==> src/rtl/ra_bist_2r1w_32x32_pkg.sv <==
// Shared definitions for the 2R1W 32x32 array self-test sequencer:
// geometry, FSM state encodings, compare-pipe payload and the march data pattern.
package ra_bist_2r1w_32x32_pkg;

   localparam int ADR_W = 5;
   localparam int DAT_W = 32;
   localparam int DEPTH = 32;
   localparam int CNT_W = 6;

   // FSM state encodings
   localparam logic [2:0] ST_IDLE  = 3'd0;
   localparam logic [2:0] ST_W0    = 3'd1;
   localparam logic [2:0] ST_R0    = 3'd2;
   localparam logic [2:0] ST_W1    = 3'd3;
   localparam logic [2:0] ST_R1    = 3'd4;
   localparam logic [2:0] ST_DRAIN = 3'd5;
   localparam logic [2:0] ST_DONE  = 3'd6;

   // What travels alongside each outstanding read until its data returns
   typedef struct packed {
      logic [0:ADR_W-1] adr;
      logic             phase;
      logic [0:DAT_W-1] exp;
   } cmp_tag_t;

   // March pattern: base (or its inverse) XOR the address replicated across the word
   function automatic logic [0:DAT_W-1] pat_d(input logic [0:DAT_W-1] base,
                                              input logic [0:ADR_W-1] a,
                                              input logic             inv);
      logic [0:DAT_W-1] b;
      b = inv ? ~base : base;
      return b ^ {a, a, a, a, a, a, a[3:4]};
   endfunction

endpackage

==> src/rtl/ra_bist_cmp_pipe.sv <==
// Read-return alignment for one array read port: a delay line of {valid, tag}
// matching the array read latency, with a comparator on the returning data.
module ra_bist_cmp_pipe
   import ra_bist_2r1w_32x32_pkg::*;
#(
   parameter int RD_LAT = 2
) (
   input  logic             clk,
   input  logic             reset,
   input  logic             vld_i,
   input  logic [0:ADR_W-1] adr_i,
   input  logic             phase_i,
   input  logic [0:DAT_W-1] exp_i,
   input  logic [0:DAT_W-1] dat_i,
   output logic             cmp_vld,
   output logic             miscompare,
   output logic [0:ADR_W-1] adr,
   output logic             phase
);

   logic [RD_LAT-1:0] vld_q;
   cmp_tag_t          tag_q [RD_LAT];

   // Valid chain: cleared by reset so in-flight reads are discarded
   always_ff @(posedge clk) begin
      // NOTE: flops are written with <= so every stage samples its pre-edge neighbour.
      if (reset) begin
         vld_q <= '0;
      end else begin
         vld_q[0] <= vld_i;
         for (int i = 1; i < RD_LAT; i++) begin
            vld_q[i] <= vld_q[i-1];
         end
      end
   end

   // Tag chain: shifted unconditionally, only meaningful where valid is set
   always_ff @(posedge clk) begin
      // NOTE: the payload is deliberately not reset; the valid bit alone qualifies it.
      tag_q[0] <= {adr_i, phase_i, exp_i};
      for (int i = 1; i < RD_LAT; i++) begin
         tag_q[i] <= tag_q[i-1];
      end
   end

   assign cmp_vld    = vld_q[RD_LAT-1];
   assign adr        = tag_q[RD_LAT-1].adr;
   assign phase      = tag_q[RD_LAT-1].phase;
   assign miscompare = (dat_i != tag_q[RD_LAT-1].exp);

endmodule

==> src/rtl/ra_bist_2r1w_32x32.sv <==
// March-test sequencer (W0, R0, W1, R1) for the registered 2R1W 32x32 array
// wrapper. Drives the wrapper request ports from flops, checks both read ports
// against the expected pattern and keeps pass/fail and first-failure status.
module ra_bist_2r1w_32x32
   import ra_bist_2r1w_32x32_pkg::*;
#(
   parameter logic [0:DAT_W-1] BASE    = 32'hA5C3_0F96,
   parameter int               LATCHRD = 1
) (
   input  logic             clk,
   input  logic             reset,
   input  logic             start,
   output logic             busy,
   output logic             done,
   output logic             fail,
   output logic [CNT_W-1:0] err_cnt,
   output logic [0:ADR_W-1] fail_adr,
   output logic             fail_port,
   output logic             fail_phase,
   output logic             rd_enb_0,
   output logic [0:ADR_W-1] rd_adr_0,
   input  logic [0:DAT_W-1] rd_dat_0,
   output logic             rd_enb_1,
   output logic [0:ADR_W-1] rd_adr_1,
   input  logic [0:DAT_W-1] rd_dat_1,
   output logic             wr_enb_0,
   output logic [0:ADR_W-1] wr_adr_0,
   output logic [0:DAT_W-1] wr_dat_0
);

   localparam int               RD_LAT     = 1 + LATCHRD;
   localparam logic [0:ADR_W-1] ADR_LAST   = ADR_W'(DEPTH - 1);
   localparam logic [0:ADR_W-1] DRAIN_LAST = ADR_W'(RD_LAT - 1);
   localparam logic [CNT_W-1:0] ERR_MAX    = '1;

   logic [2:0]       state_q, state_d;
   logic [0:ADR_W-1] adr_q, adr_d;
   logic             clr;
   logic             adr_last;

   logic             busy_q, busy_d, done_q, done_d;
   logic             wr_enb_q, wr_enb_d, rd_enb_q, rd_enb_d, inv_d, rd_phase_q;
   logic [0:ADR_W-1] wr_adr_q, wr_adr_d, rd_adr_0_q, rd_adr_0_d, rd_adr_1_q, rd_adr_1_d;
   logic [0:DAT_W-1] wr_dat_q, wr_dat_d;

   logic             fail_q, fail_port_q, fail_phase_q;
   logic [CNT_W-1:0] err_cnt_q, err_inc;
   logic [CNT_W:0]   err_sum;
   logic [0:ADR_W-1] fail_adr_q;

   logic             cmp_vld_0, cmp_vld_1, mis_raw_0, mis_raw_1, mis_0, mis_1;
   logic [0:ADR_W-1] cmp_adr_0, cmp_adr_1;
   logic             cmp_phase_0, cmp_phase_1;
   logic [0:DAT_W-1] exp_0, exp_1;

   assign adr_last = (adr_q == ADR_LAST);

   // Phase sequencing; the address counter wraps to 0 at every phase change
   always_comb begin
      // NOTE: defaults first so every path assigns every output and no latch is inferred.
      state_d = state_q;
      adr_d   = adr_q + ADR_W'(1);
      clr     = 1'b0;
      case (state_q)
         ST_IDLE, ST_DONE: begin
            adr_d = '0;
            if (start) begin
               state_d = ST_W0;
               clr     = 1'b1;
            end
         end
         ST_W0: if (adr_last) state_d = ST_R0;
         ST_R0: if (adr_last) state_d = ST_W1;
         ST_W1: if (adr_last) state_d = ST_R1;
         ST_R1: if (adr_last) state_d = ST_DRAIN;
         ST_DRAIN: begin
            if (adr_q == DRAIN_LAST) begin
               state_d = ST_DONE;
               adr_d   = '0;
            end
         end
         default: begin
            state_d = ST_IDLE;
            adr_d   = '0;
         end
      endcase
   end

   // Request/handshake values for the coming cycle, registered below
   always_comb begin
      wr_enb_d   = (state_d == ST_W0) || (state_d == ST_W1);
      rd_enb_d   = (state_d == ST_R0) || (state_d == ST_R1);
      inv_d      = (state_d == ST_W1) || (state_d == ST_R1);
      busy_d     = state_d inside {ST_W0, ST_R0, ST_W1, ST_R1, ST_DRAIN};
      done_d     = (state_d == ST_DONE);
      wr_adr_d   = '0;
      wr_dat_d   = '0;
      rd_adr_0_d = '0;
      rd_adr_1_d = '0;
      if (wr_enb_d) begin
         // W1 walks the array top-down using the inverted counter
         wr_adr_d = (state_d == ST_W1) ? ~adr_d : adr_d;
         wr_dat_d = pat_d(BASE, wr_adr_d, inv_d);
      end
      if (rd_enb_d) begin
         rd_adr_0_d = adr_d;
         rd_adr_1_d = ~adr_d;
      end
   end

   // FSM, counter and all request outputs
   always_ff @(posedge clk) begin
      if (reset) begin
         state_q    <= ST_IDLE;
         adr_q      <= '0;
         busy_q     <= 1'b0;
         done_q     <= 1'b0;
         wr_enb_q   <= 1'b0;
         wr_adr_q   <= '0;
         wr_dat_q   <= '0;
         rd_enb_q   <= 1'b0;
         rd_adr_0_q <= '0;
         rd_adr_1_q <= '0;
         rd_phase_q <= 1'b0;
      end else begin
         state_q    <= state_d;
         adr_q      <= adr_d;
         busy_q     <= busy_d;
         done_q     <= done_d;
         wr_enb_q   <= wr_enb_d;
         wr_adr_q   <= wr_adr_d;
         wr_dat_q   <= wr_dat_d;
         rd_enb_q   <= rd_enb_d;
         rd_adr_0_q <= rd_adr_0_d;
         rd_adr_1_q <= rd_adr_1_d;
         rd_phase_q <= rd_enb_d & inv_d;
      end
   end

   assign exp_0 = pat_d(BASE, rd_adr_0_q, rd_phase_q);
   assign exp_1 = pat_d(BASE, rd_adr_1_q, rd_phase_q);

   ra_bist_cmp_pipe #(.RD_LAT(RD_LAT)) u_pipe_0 (
      .clk        (clk),
      .reset      (reset),
      .vld_i      (rd_enb_q),
      .adr_i      (rd_adr_0_q),
      .phase_i    (rd_phase_q),
      .exp_i      (exp_0),
      .dat_i      (rd_dat_0),
      .cmp_vld    (cmp_vld_0),
      .miscompare (mis_raw_0),
      .adr        (cmp_adr_0),
      .phase      (cmp_phase_0)
   );

   ra_bist_cmp_pipe #(.RD_LAT(RD_LAT)) u_pipe_1 (
      .clk        (clk),
      .reset      (reset),
      .vld_i      (rd_enb_q),
      .adr_i      (rd_adr_1_q),
      .phase_i    (rd_phase_q),
      .exp_i      (exp_1),
      .dat_i      (rd_dat_1),
      .cmp_vld    (cmp_vld_1),
      .miscompare (mis_raw_1),
      .adr        (cmp_adr_1),
      .phase      (cmp_phase_1)
   );

   assign mis_0   = cmp_vld_0 & mis_raw_0;
   assign mis_1   = cmp_vld_1 & mis_raw_1;
   assign err_sum = {1'b0, err_cnt_q} + {{CNT_W{1'b0}}, mis_0} + {{CNT_W{1'b0}}, mis_1};
   assign err_inc = (err_sum > {1'b0, ERR_MAX}) ? ERR_MAX : err_sum[CNT_W-1:0];

   // Sticky fail, saturating error count and first-failure capture (port 0 wins ties)
   always_ff @(posedge clk) begin
      if (reset || clr) begin
         fail_q       <= 1'b0;
         err_cnt_q    <= '0;
         fail_adr_q   <= '0;
         fail_port_q  <= 1'b0;
         fail_phase_q <= 1'b0;
      end else if (mis_0 || mis_1) begin
         fail_q    <= 1'b1;
         err_cnt_q <= err_inc;
         if (!fail_q) begin
            fail_port_q  <= !mis_0;
            fail_adr_q   <= mis_0 ? cmp_adr_0 : cmp_adr_1;
            fail_phase_q <= mis_0 ? cmp_phase_0 : cmp_phase_1;
         end
      end
   end

   assign busy       = busy_q;
   assign done       = done_q;
   assign fail       = fail_q;
   assign err_cnt    = err_cnt_q;
   assign fail_adr   = fail_adr_q;
   assign fail_port  = fail_port_q;
   assign fail_phase = fail_phase_q;
   assign rd_enb_0   = rd_enb_q;
   assign rd_enb_1   = rd_enb_q;
   assign rd_adr_0   = rd_adr_0_q;
   assign rd_adr_1   = rd_adr_1_q;
   assign wr_enb_0   = wr_enb_q;
   assign wr_adr_0   = wr_adr_q;
   assign wr_dat_0   = wr_dat_q;

endmodule

==> config.mk <==
export PLATFORM = sky130hd
export DESIGN_NAME = ra_bist_2r1w_32x32
export DESIGN_NICKNAME = d
export VERILOG_FILES = /design/src/rtl/ra_bist_2r1w_32x32_pkg.sv /design/src/rtl/ra_bist_cmp_pipe.sv /design/src/rtl/ra_bist_2r1w_32x32.sv
export SDC_FILE = /design/constraint.sdc
export NUM_CORES = 1
export LEC_CHECK = 0
export CORE_ASPECT_RATIO = 0.75
export CORE_UTILIZATION = 41
export DETAILED_ROUTE_END_ITERATION = 8
export GPL_ROUTABILITY_DRIVEN = 0
export PLACE_DENSITY = 0.75
export SYNTH_ARGS = -nofsm -noshare
export SYNTH_HDL_FRONTEND = slang
export SYNTH_SLANG_ARGS = --single-unit
==> constraint.sdc <==
create_clock -name clk -period 3.1 [get_ports clk]
set_input_delay 0.775 -clock clk [delete_from_list [all_inputs] [get_ports clk]]
set_output_delay 0.775 -clock clk [all_outputs]
set_load 0.01 [all_outputs]
==> out/qor.yml, run 1 <==
outcome: "complete, no violations"
clock_path_buffers: 2
fmax_mhz: 335.1
period_needed_ns: 2.984
synth_cells: 391
p_comb_share_pct: 5.6
first_global_vias: 3139
hold_path.class: "reg -> reg"
vias: 3180
synth_ff_type: "dfxtp_1"
fin_cells: 662
ys_warn_count: 0
cts_tree: "built"
synth_cell_types: 49
ctsResizeCount: 0
drtIter0Drc: 135
port_buffers: 132
arrival_ns: 3.24
grt_max_degree: 17
startpoint_type: "input port"
total_power_mw: 3.702
cp.required_ns: 3.35
pwr_density_cell_nw_per_um2: 604.1
finalSetupViolations: 0
relSlewSlack_pct: 58.66
synth_area_leaders: "dfxtp_1 56%, buf_4 4.5%, nor2_1 3.7%, xnor2_1 3.6%, xor2_1 2.7%"
reg2regPathDepth: 9
clkPwrFrac_pct: 53.5
nets: 589
cts_htree_levels: 4
dpl.hpwl_um: 6656
fin_setup_tns_ns: 0
p_leak_nw: 2.364
dieArea_um2: 10580
dp.cells: 630
initial_core_util_pct: 42.64
wl_um: 9247
wl_per_cell_um: 13.97
clockRootBuffer: "clkbuf_16"
crit_type: "in -> reg"
post-cts-setup-buffer-count: 0
synth_edf_count: 0
finalClockSkew_ns: 0.005937
diodes: 0
final_core_util_pct: 62.70
die_h_um: 89.32
first_pass_iters: 4
postSynthAreaPerCell_um2: 10.66
maxCapViolations: 0
syn_area_um2: 4168
drv_slew: 0
p_sw_mw: 0.7227
cts_inserted_buffers: 17
drc_errors: 0
viasPerCell: 4.804
swShare_pct: 19.52
postPlaceCellArea_um2: 5485
cts.sinks: 116
min_path_cells: 0
synthArstFlopShare_pct: 0
gr-total-overflow: 0
syn_nets: 463
ctsHoldBuffers: 0
die_w_um: 118.4
worstSkewPairLatency_ns: 0.40
period_share_pct: 96.26
fin_ws_ns: 0.1159
path_clk_slew_ns: 0.05
tightest_slew_ns: 0.6201
drive_gt1_share_pct: 10.94
critPathCaptureType: "flip-flop"
area_growth_pct: 47.04
dp_slack_ns: -0.3519
core_um2: 9774
power.share.sequential_pct: 40.9
grt_util_all_layers_pct: 18.16
fp-row-count: 31
grt_pass1_wl_um: 14510
vdd_ir_drop_max_uv: 299.4
netlist.area_leader.share_pct: 55.72
cell_internal_pwr_mw: 2.979
ys_ff_latch: 116
antenna_found_initial: 0
path_max_fanout: 4
synth-seq-area-share_pct: 55.72
num_io_pins: 133
finalHoldViolCount: 0
holdWs_ns: 0.3222
ant_nets: 0
final_area_um2: 6128
synth_top_area_cell: "dfxtp_1"
-- worst max-delay path, cell delays in order --
cell	delay (ns)
clkdlybuf4s50_1	0.45
nor4_2	0.36
a2bb2oi_2	0.12
nor4_2	0.30
a21o_1	0.20
fa_1	0.21
inv_1	0.05
ha_1	0.20
and3_4	0.20
nor4_1	0.25
a211oi_1	0.12
-- cell usage in the layout (no fill, tap or decap), types with 3 or more instances in the layout --
cell and n:
a21oi_1 8, and3_1 15, and4_1 8, buf_4 11, bufinv_16 3, clkbuf_16 17
clkbuf_8 4, clkdlybuf4s50_1 132, clkinv_2 4, dfxtp_1 116, ha_1 4, inv_1 17
mux2i_1 6, nand2_1 7, nand2b_1 3, nand3_1 4, nand4_1 4, nand4b_1 5
nor2_1 41, nor2b_1 7, nor3_1 22, nor4_1 5, nor4_2 7, o2111a_1 5
o21ai_0 3, o22ai_1 6, or3_1 5, xnor2_1 17, xor2_1 13
-- power groups by stage --
stage	combinational, mW	sequential, mW	clock (mW)
floorplan	0.0776	1.54	0
global placement	0.200	1.54	0
detailed placement	0.205	1.54	0
CTS	0.207	1.51	2.01
global route	0.223	1.51	2.09
finish	0.207	1.51	1.98
-- final cells by class --
class	instances	area, µm²
fillers	789	3646
inverters	18	67.56
repair buffers	143	1404
clock buffers	23	488.0
flip-flops and latches	116	2322
clock inverters	9	125.1
well taps	132	165.2
multi-input cells	221	1556
-- flip-flops by register name, indices dropped and copies added (netlist names) --
| signal | count |
|---|---|
| fail_port | 1 |
| u_pipe_0.vld_q | 2 |
| done | 1 |
| rd_phase_q | 1 |
| fail_phase | 1 |
| u_pipe_0.tag_q | 30 |
| adr_q | 5 |
| state_q | 3 |
| rd_adr_0 | 5 |
| rd_adr_1 | 5 |
| wr_dat_0 | 10 |
| fail_adr | 5 |
| u_pipe_1.tag_q | 32 |
| busy | 1 |
| fail | 1 |
| rd_enb_0 | 1 |
| err_cnt | 6 |
| wr_adr_0 | 5 |
| wr_enb_0 | 1 |
-- layer usage --
metal / GRT usage, % / wire length, µm
met2: 30.53 / 4350
met1: 20.53 / 4041
met3: 8.163 / 745
met4: 7.365 / 110
met5: 0 / 0
-- cells in the mapped netlist, drive strengths merged, types with 2 or more instances --
master / n
ha: 4
and4: 8
a21oi: 8
xor2: 13
clkbuf: 2
nand2: 7
o2111a: 5
inv: 18
nor4: 12
nor3: 22
nand4: 4
or3: 5
nand2b: 3
and3: 16
nand3: 4
nor2: 41
o21ai: 4
o22ai: 7
a41oi: 2
xnor2: 18
mux2i: 6
buf: 34
dfxtp: 116
and2: 2
a21o: 2
nand4b: 5
a311oi: 2
nor2b: 7
-- cells by family after synthesis --
kind of cell | synth area share, %
AO/OA/AOI/OAI | 6.845
buffers and inverters | 7.655
multiplexers | 1.711
adder cells (fa/ha/maj) | 1.681
XOR/XNOR | 6.965
AND/OR/NAND/NOR | 19.42
flip-flops | 55.72
-- path summary, 6_finish.rpt --
kind	from	to	slack (ns)
hold reg to reg	u_pipe_0.tag_q[0][10]	u_pipe_0.tag_q[0][48]	0.32
setup / recovery	rd_dat_0[26]	err_cnt[5]	0.12
setup reg to reg	adr_q[4]	rd_adr_0[3]	0.60
hold / removal	u_pipe_0.tag_q[0][10]	u_pipe_0.tag_q[0][48]	0.32
No activity file was read; power rests on OpenSTA's default activity.
==> inputs of run 2 (changes only) <==
--- a/config.mk
+++ b/config.mk
@@ -8,4 +8,5 @@
 export CORE_ASPECT_RATIO = 0.75
 export CORE_UTILIZATION = 41
+export CTS_CLUSTER_SIZE = 20
 export DETAILED_ROUTE_END_ITERATION = 8
 export GPL_ROUTABILITY_DRIVEN = 0
==> constraint.sdc (replaced) <==
create_clock -name clk -period 3.1 [get_ports clk]
set_input_delay 0.465 -clock clk [delete_from_list [all_inputs] [get_ports clk]]
set_output_delay 0.465 -clock clk [all_outputs]
set_load 0.01 [all_outputs]
==> run 2 against run 1 <==
Effect of this change: combinational power hardly changed; first-iteration DRC count is 19% lower; global-route usage is 0.33 points lower; die area stayed put; final area is 0.63% lower; critical path type unchanged; cell count is 0.60% lower; maximum frequency is 11% higher; clock power is 3% higher; sequential power hardly changed; worst setup slack better by 0.31 ns.
==> out/qor.yml, run 2 (same netlist as run 1, synthesis figures left out) <==
outcome: "complete, no violations"
cp_common_cell: "nor4_1"
postPlaceCellArea_um2: 5455
period_share_pct: 86.36
die_h_um: 89.32
largest_reg_flops: 32
viasPerCell: 4.796
clockRootBuffer: "clkbuf_16"
nets: 585
dieArea_um2: 10580
relSlewSlack_pct: 58.60
rsz0062_at_grt: "no"
post-cts-setup-buffer-count: 0
tightest_slew_ns: 0.6211
vdd_ir_drop_max_uv: 322.9
cts_inserted_buffers: 17
port_buffers: 132
grt_pass1_wl_um: 14350
fmax_mhz: 373.5
diodes: 0
wl_met3_um: 651
fin_setup_tns_ns: 0
reg2reg_slack_ns: 0.58
die_w_um: 118.4
ctsHoldBuffers: 0
dpl.hpwl_um: 6565
critPathCaptureType: "flip-flop"
startpoint_type: "input port"
ant_nets: 0
num_io_pins: 133
cts_tree: "built"
finalHoldViolCount: 0
pwr_density_cell_nw_per_um2: 617.6
final_core_util_pct: 62.30
drtIter0Drc: 109
met1_length_um: 3932
ctsResizeCount: 0
wl_um: 9018
dr_wl_met2_um: 4289
core_um2: 9774
path_clk_slew_ns: 0.05
fp-row-count: 31
grt_max_degree: 17
arrival_ns: 2.94
antenna_found_initial: 0
clock_path_buffers: 2
routed.top_layer: "met4"
finalSetupViolations: 0
cp_cell_sequence: "clkdlybuf4s50_1 > nor4_1 > mux2i_1 > nor4_2 > a21o_1 > fa_1 > inv_1 > ha_1 > and3_1 > nor4_1 > a211oi_1"
drv_slew: 0
cts_htree_levels: 4
first_global_vias: 3098
period_needed_ns: 2.677
top_register: "u_pipe_1.tag_q"
cp_slowest_cell: "clkdlybuf4s50_1"
p_leak_nw: 2.334
path_max_fanout: 4
hold_path.class: "reg -> reg"
critical_path.max_stage_delay_ns: 0.42
grt_util_all_layers_pct: 17.82
drc_errors: 0
vias: 3156
first_pass_iters: 4
drive_gt1_share_pct: 9.696
holdWs_ns: 0.3226
mostFrequentLayoutCells: "132 x clkdlybuf4s50_1, 116 x dfxtp_1, 41 x nor2_1, 22 x nor3_1"
initial_core_util_pct: 42.64
cts.sinks: 116
area_growth_pct: 46.11
gr-total-overflow: 0
worstSkewPairLatency_ns: 0.40
finalClockSkew_ns: 0.004896
cp.required_ns: 3.36
wl_per_cell_um: 13.71
crit_type: "in -> reg"
final_common_cell: "clkdlybuf4s50_1"
final_area_um2: 6090
maxCapViolations: 0
[run 2: per-layer routing]
metal	GRT usage, %	vias up
met4	9.206	0
met1	19.83	1444
li1	-	1577
met3	6.441	16
met2	30.80	119
met5	0	-
[run 2: worst max-delay path: cells and delay by family]
kind	cells	cell delay [ns]
AND/OR/NAND/NOR	4	1.12
adder cells (fa/ha/maj)	2	0.43
multiplexers	1	0.12
buffers and inverters	2	0.47
AO/OA/AOI/OAI	2	0.32
[run 2: worst paths after layout]
check | from | to | depth (start not counted)
worst min-delay path | u_pipe_1.tag_q[0][23] | u_pipe_1.tag_q[0][61] | 0
worst max register to register | adr_q[4] | rd_adr_0[4] | 9
worst max-delay path | rd_dat_0[20] | err_cnt[5] | 11
worst min register to register | u_pipe_1.tag_q[0][23] | u_pipe_1.tag_q[0][61] | 0
[run 2: through the flow]
step                      total power, mW  std cells  worst slack (ns)
after CTS                           3.789        658            0.4073
after global routing                3.872        658            0.1503
after detailed placement            1.747        626         -0.007540
final                               3.761        658            0.4227
after floorplan                     1.622        391            0.4828
after global placement              1.743        626           0.09745
[run 2: report_power, final]
group          leakage, nW  internal (mW)  switching, mW
combinational         1.10          0.132         0.0719
sequential           0.938           1.50        0.00942
clock                0.297           1.38          0.663
[run 2: layout make-up]
class | count | area, µm²
Fill cell | 796 | 3685
Sequential cell | 116 | 2322
Multi-Input combinational cell | 221 | 1526
Timing Repair Buffer | 139 | 1374
Clock buffer | 19 | 452.9
Clock inverter | 13 | 181.4
Tap cell | 132 | 165.2
Inverter | 18 | 67.56
==> inputs of run 3 (changes only) <==
- CORE_ASPECT_RATIO: 0.75 -> not set
- HOLD_SLACK_MARGIN: not set -> 0.1
- PLACE_DENSITY: 0.75 -> not set
- PLACE_DENSITY_LB_ADDON: not set -> 0.08
==> run 3 against run 2 <==
Effect of this change: die area is essentially flat; critical path depth is the same; sequential power is essentially flat; count of clock-buffer cells in the layout grew 1; register-to-register slack is essentially flat; hold slack lost 0.0051 ns; critical path type unchanged.
==> out/qor.yml, run 3 (same netlist as run 1, synthesis figures left out) <==
outcome: "complete, no violations"
vias: 3126
wl_per_cell_um: 13.07
fin_ws_ns: 0.4515
grt_util_all_layers_pct: 16.56
fin_setup_tns_ns: 0
ctsHoldBuffers: 0
drv_slew: 0
startpoint_type: "input port"
finalHoldViolCount: 0
dpl.hpwl_um: 6406
dieArea_um2: 10570
cp.required_ns: 3.45
relSlewSlack_pct: 54.98
cp_common_cell: "nor4_1"
busiest_layer: "met2"
final_common_cell: "clkdlybuf4s50_1"
clkPwrFrac_pct: 53.9
dp_slack_ns: -0.03348
fillCellCount: 878
critPathCaptureType: "flip-flop"
die_w_um: 102.8
ant_nets: 0
area_growth_pct: 46.02
hp-start: "u_pipe_1.tag_q[0][21]"
first_pass_iters: 4
path_buf_inv: 2
grt_max_degree: 17
p_leak_nw: 2.343
port_buffers: 132
reg2reg_slack_ns: 0.57
p_comb_share_pct: 5.5
top_register: "u_pipe_1.tag_q"
rr_endpoint: "err_cnt[5]"
mostFrequentLayoutCells: "132 x clkdlybuf4s50_1, 116 x dfxtp_1, 41 x nor2_1, 22 x nor3_1"
cts_inserted_buffers: 17
use_met2_pct: 27.90
reg2regPathDepth: 10
vdd_ir_drop_max_uv: 382.7
p_sw_mw: 0.7371
swShare_pct: 19.81
cp_slowest_cell: "clkdlybuf4s50_1"
initial_core_util_pct: 42.44
path_delay_family: "simple AND/OR/NAND/NOR gates"
clock_path_buffers: 2
grt_use_met1_pct: 18.79
cell_internal_pwr_mw: 2.984
r2r-start: "u_pipe_0.tag_q[0][60]"
finalSetupViolations: 0
fp-row-count: 36
cts_htree_levels: 4
wl_um: 8627
worstSkewPairLatency_ns: 0.50
gr-total-overflow: 0
grt_pass1_wl_um: 13080
ctsResizeCount: 0
grt_use_met3_pct: 6.237
fmax_mhz: 377.6
arrival_ns: 3.00
multi_input_area_um2: 1526
core_um2: 9819
clockRootBuffer: "clkbuf_8"
hold_path.class: "reg -> reg"
cp_cell_sequence: "clkdlybuf4s50_1 > nor4_1 > mux2i_1 > nor4_2 > a21o_1 > fa_1 > inv_1 > ha_1 > and3_1 > nor4_1 > a211oi_1"
cts.sinks: 116
rsz0062_at_grt: "no"
die_h_um: 102.8
first_global_vias: 2976
antenna_found_initial: 0
path_clk_slew_ns: 0.05
num_io_pins: 133
period_needed_ns: 2.649
nets: 586
diodes: 0
critical_path.max_stage_delay_ns: 0.42
finalClockSkew_ns: 0.009495
path_max_fanout: 4
register_area_um2: 2322
drtIter0Drc: 96
drive_gt1_share_pct: 9.677
viasPerCell: 4.736
drc_errors: 0
maxCapViolations: 0
holdPathEnd: "u_pipe_1.tag_q[0][59]"
final_core_util_pct: 61.98
holdWs_ns: 0.3174
largest_reg_flops: 32
period_share_pct: 85.44
power.share.sequential_pct: 40.6
post-cts-setup-buffer-count: 0
cts_tree: "built"
tightest_slew_ns: 0.6753
pwr_density_cell_nw_per_um2: 611.4
crit_type: "in -> reg"
min_path_cells: 0
run 3: final cells by class:
| type | count | share of cell area, % |
|---|---|---|
| Tap cell | 133 | 2.734 |
| Multi-Input combinational cell | 221 | 25.08 |
| Clock buffer | 20 | 7.319 |
| Clock inverter | 12 | 2.899 |
| Inverter | 18 | 1.110 |
| Timing Repair Buffer | 140 | 22.70 |
| Sequential cell | 116 | 38.16 |
run 3: worst max path at each step:
stage / start / to / slack [ns] / cells past startpoint
finish: rd_dat_0[29] / err_cnt[5] / 0.45 / 11
floorplan: rd_dat_0[29] / err_cnt[3] / 0.48 / 12
detailed placement: rd_dat_0[29] / err_cnt[5] / -0.03 / 11
global placement: rd_dat_0[29] / err_cnt[3] / 0.05 / 12
global route: rd_dat_0[29] / err_cnt[5] / 0.25 / 11
CTS: rd_dat_0[29] / err_cnt[5] / 0.44 / 11
run 3: stage by stage:
step           std cells  power, mW  cell area (µm²)
6_report             660      3.721             6086
4_1_cts              660      3.753             6086
3_3_place_gp         628      1.743             5464
3_5_place_dp         628      1.747             5464
2_1_floorplan        391      1.622             4168
5_1_grt              660      3.849             6086
run 3: power groups by stage:
stage                     Sequential [mW]  Clock [mW]  Combinational, mW
after floorplan                      1.54           0             0.0776
after global placement               1.54           0              0.200
after detailed placement             1.54           0              0.203
after CTS                            1.51        2.04              0.205
after global routing                 1.51        2.12              0.219
final                                1.51        2.01              0.203
run 3: metal layers:
metal	part of all wire, %	up-vias
met1	44	1428
met4	1.7	0
li1	-	1586
met5	0	-
met3	6.2	16
met2	48	96
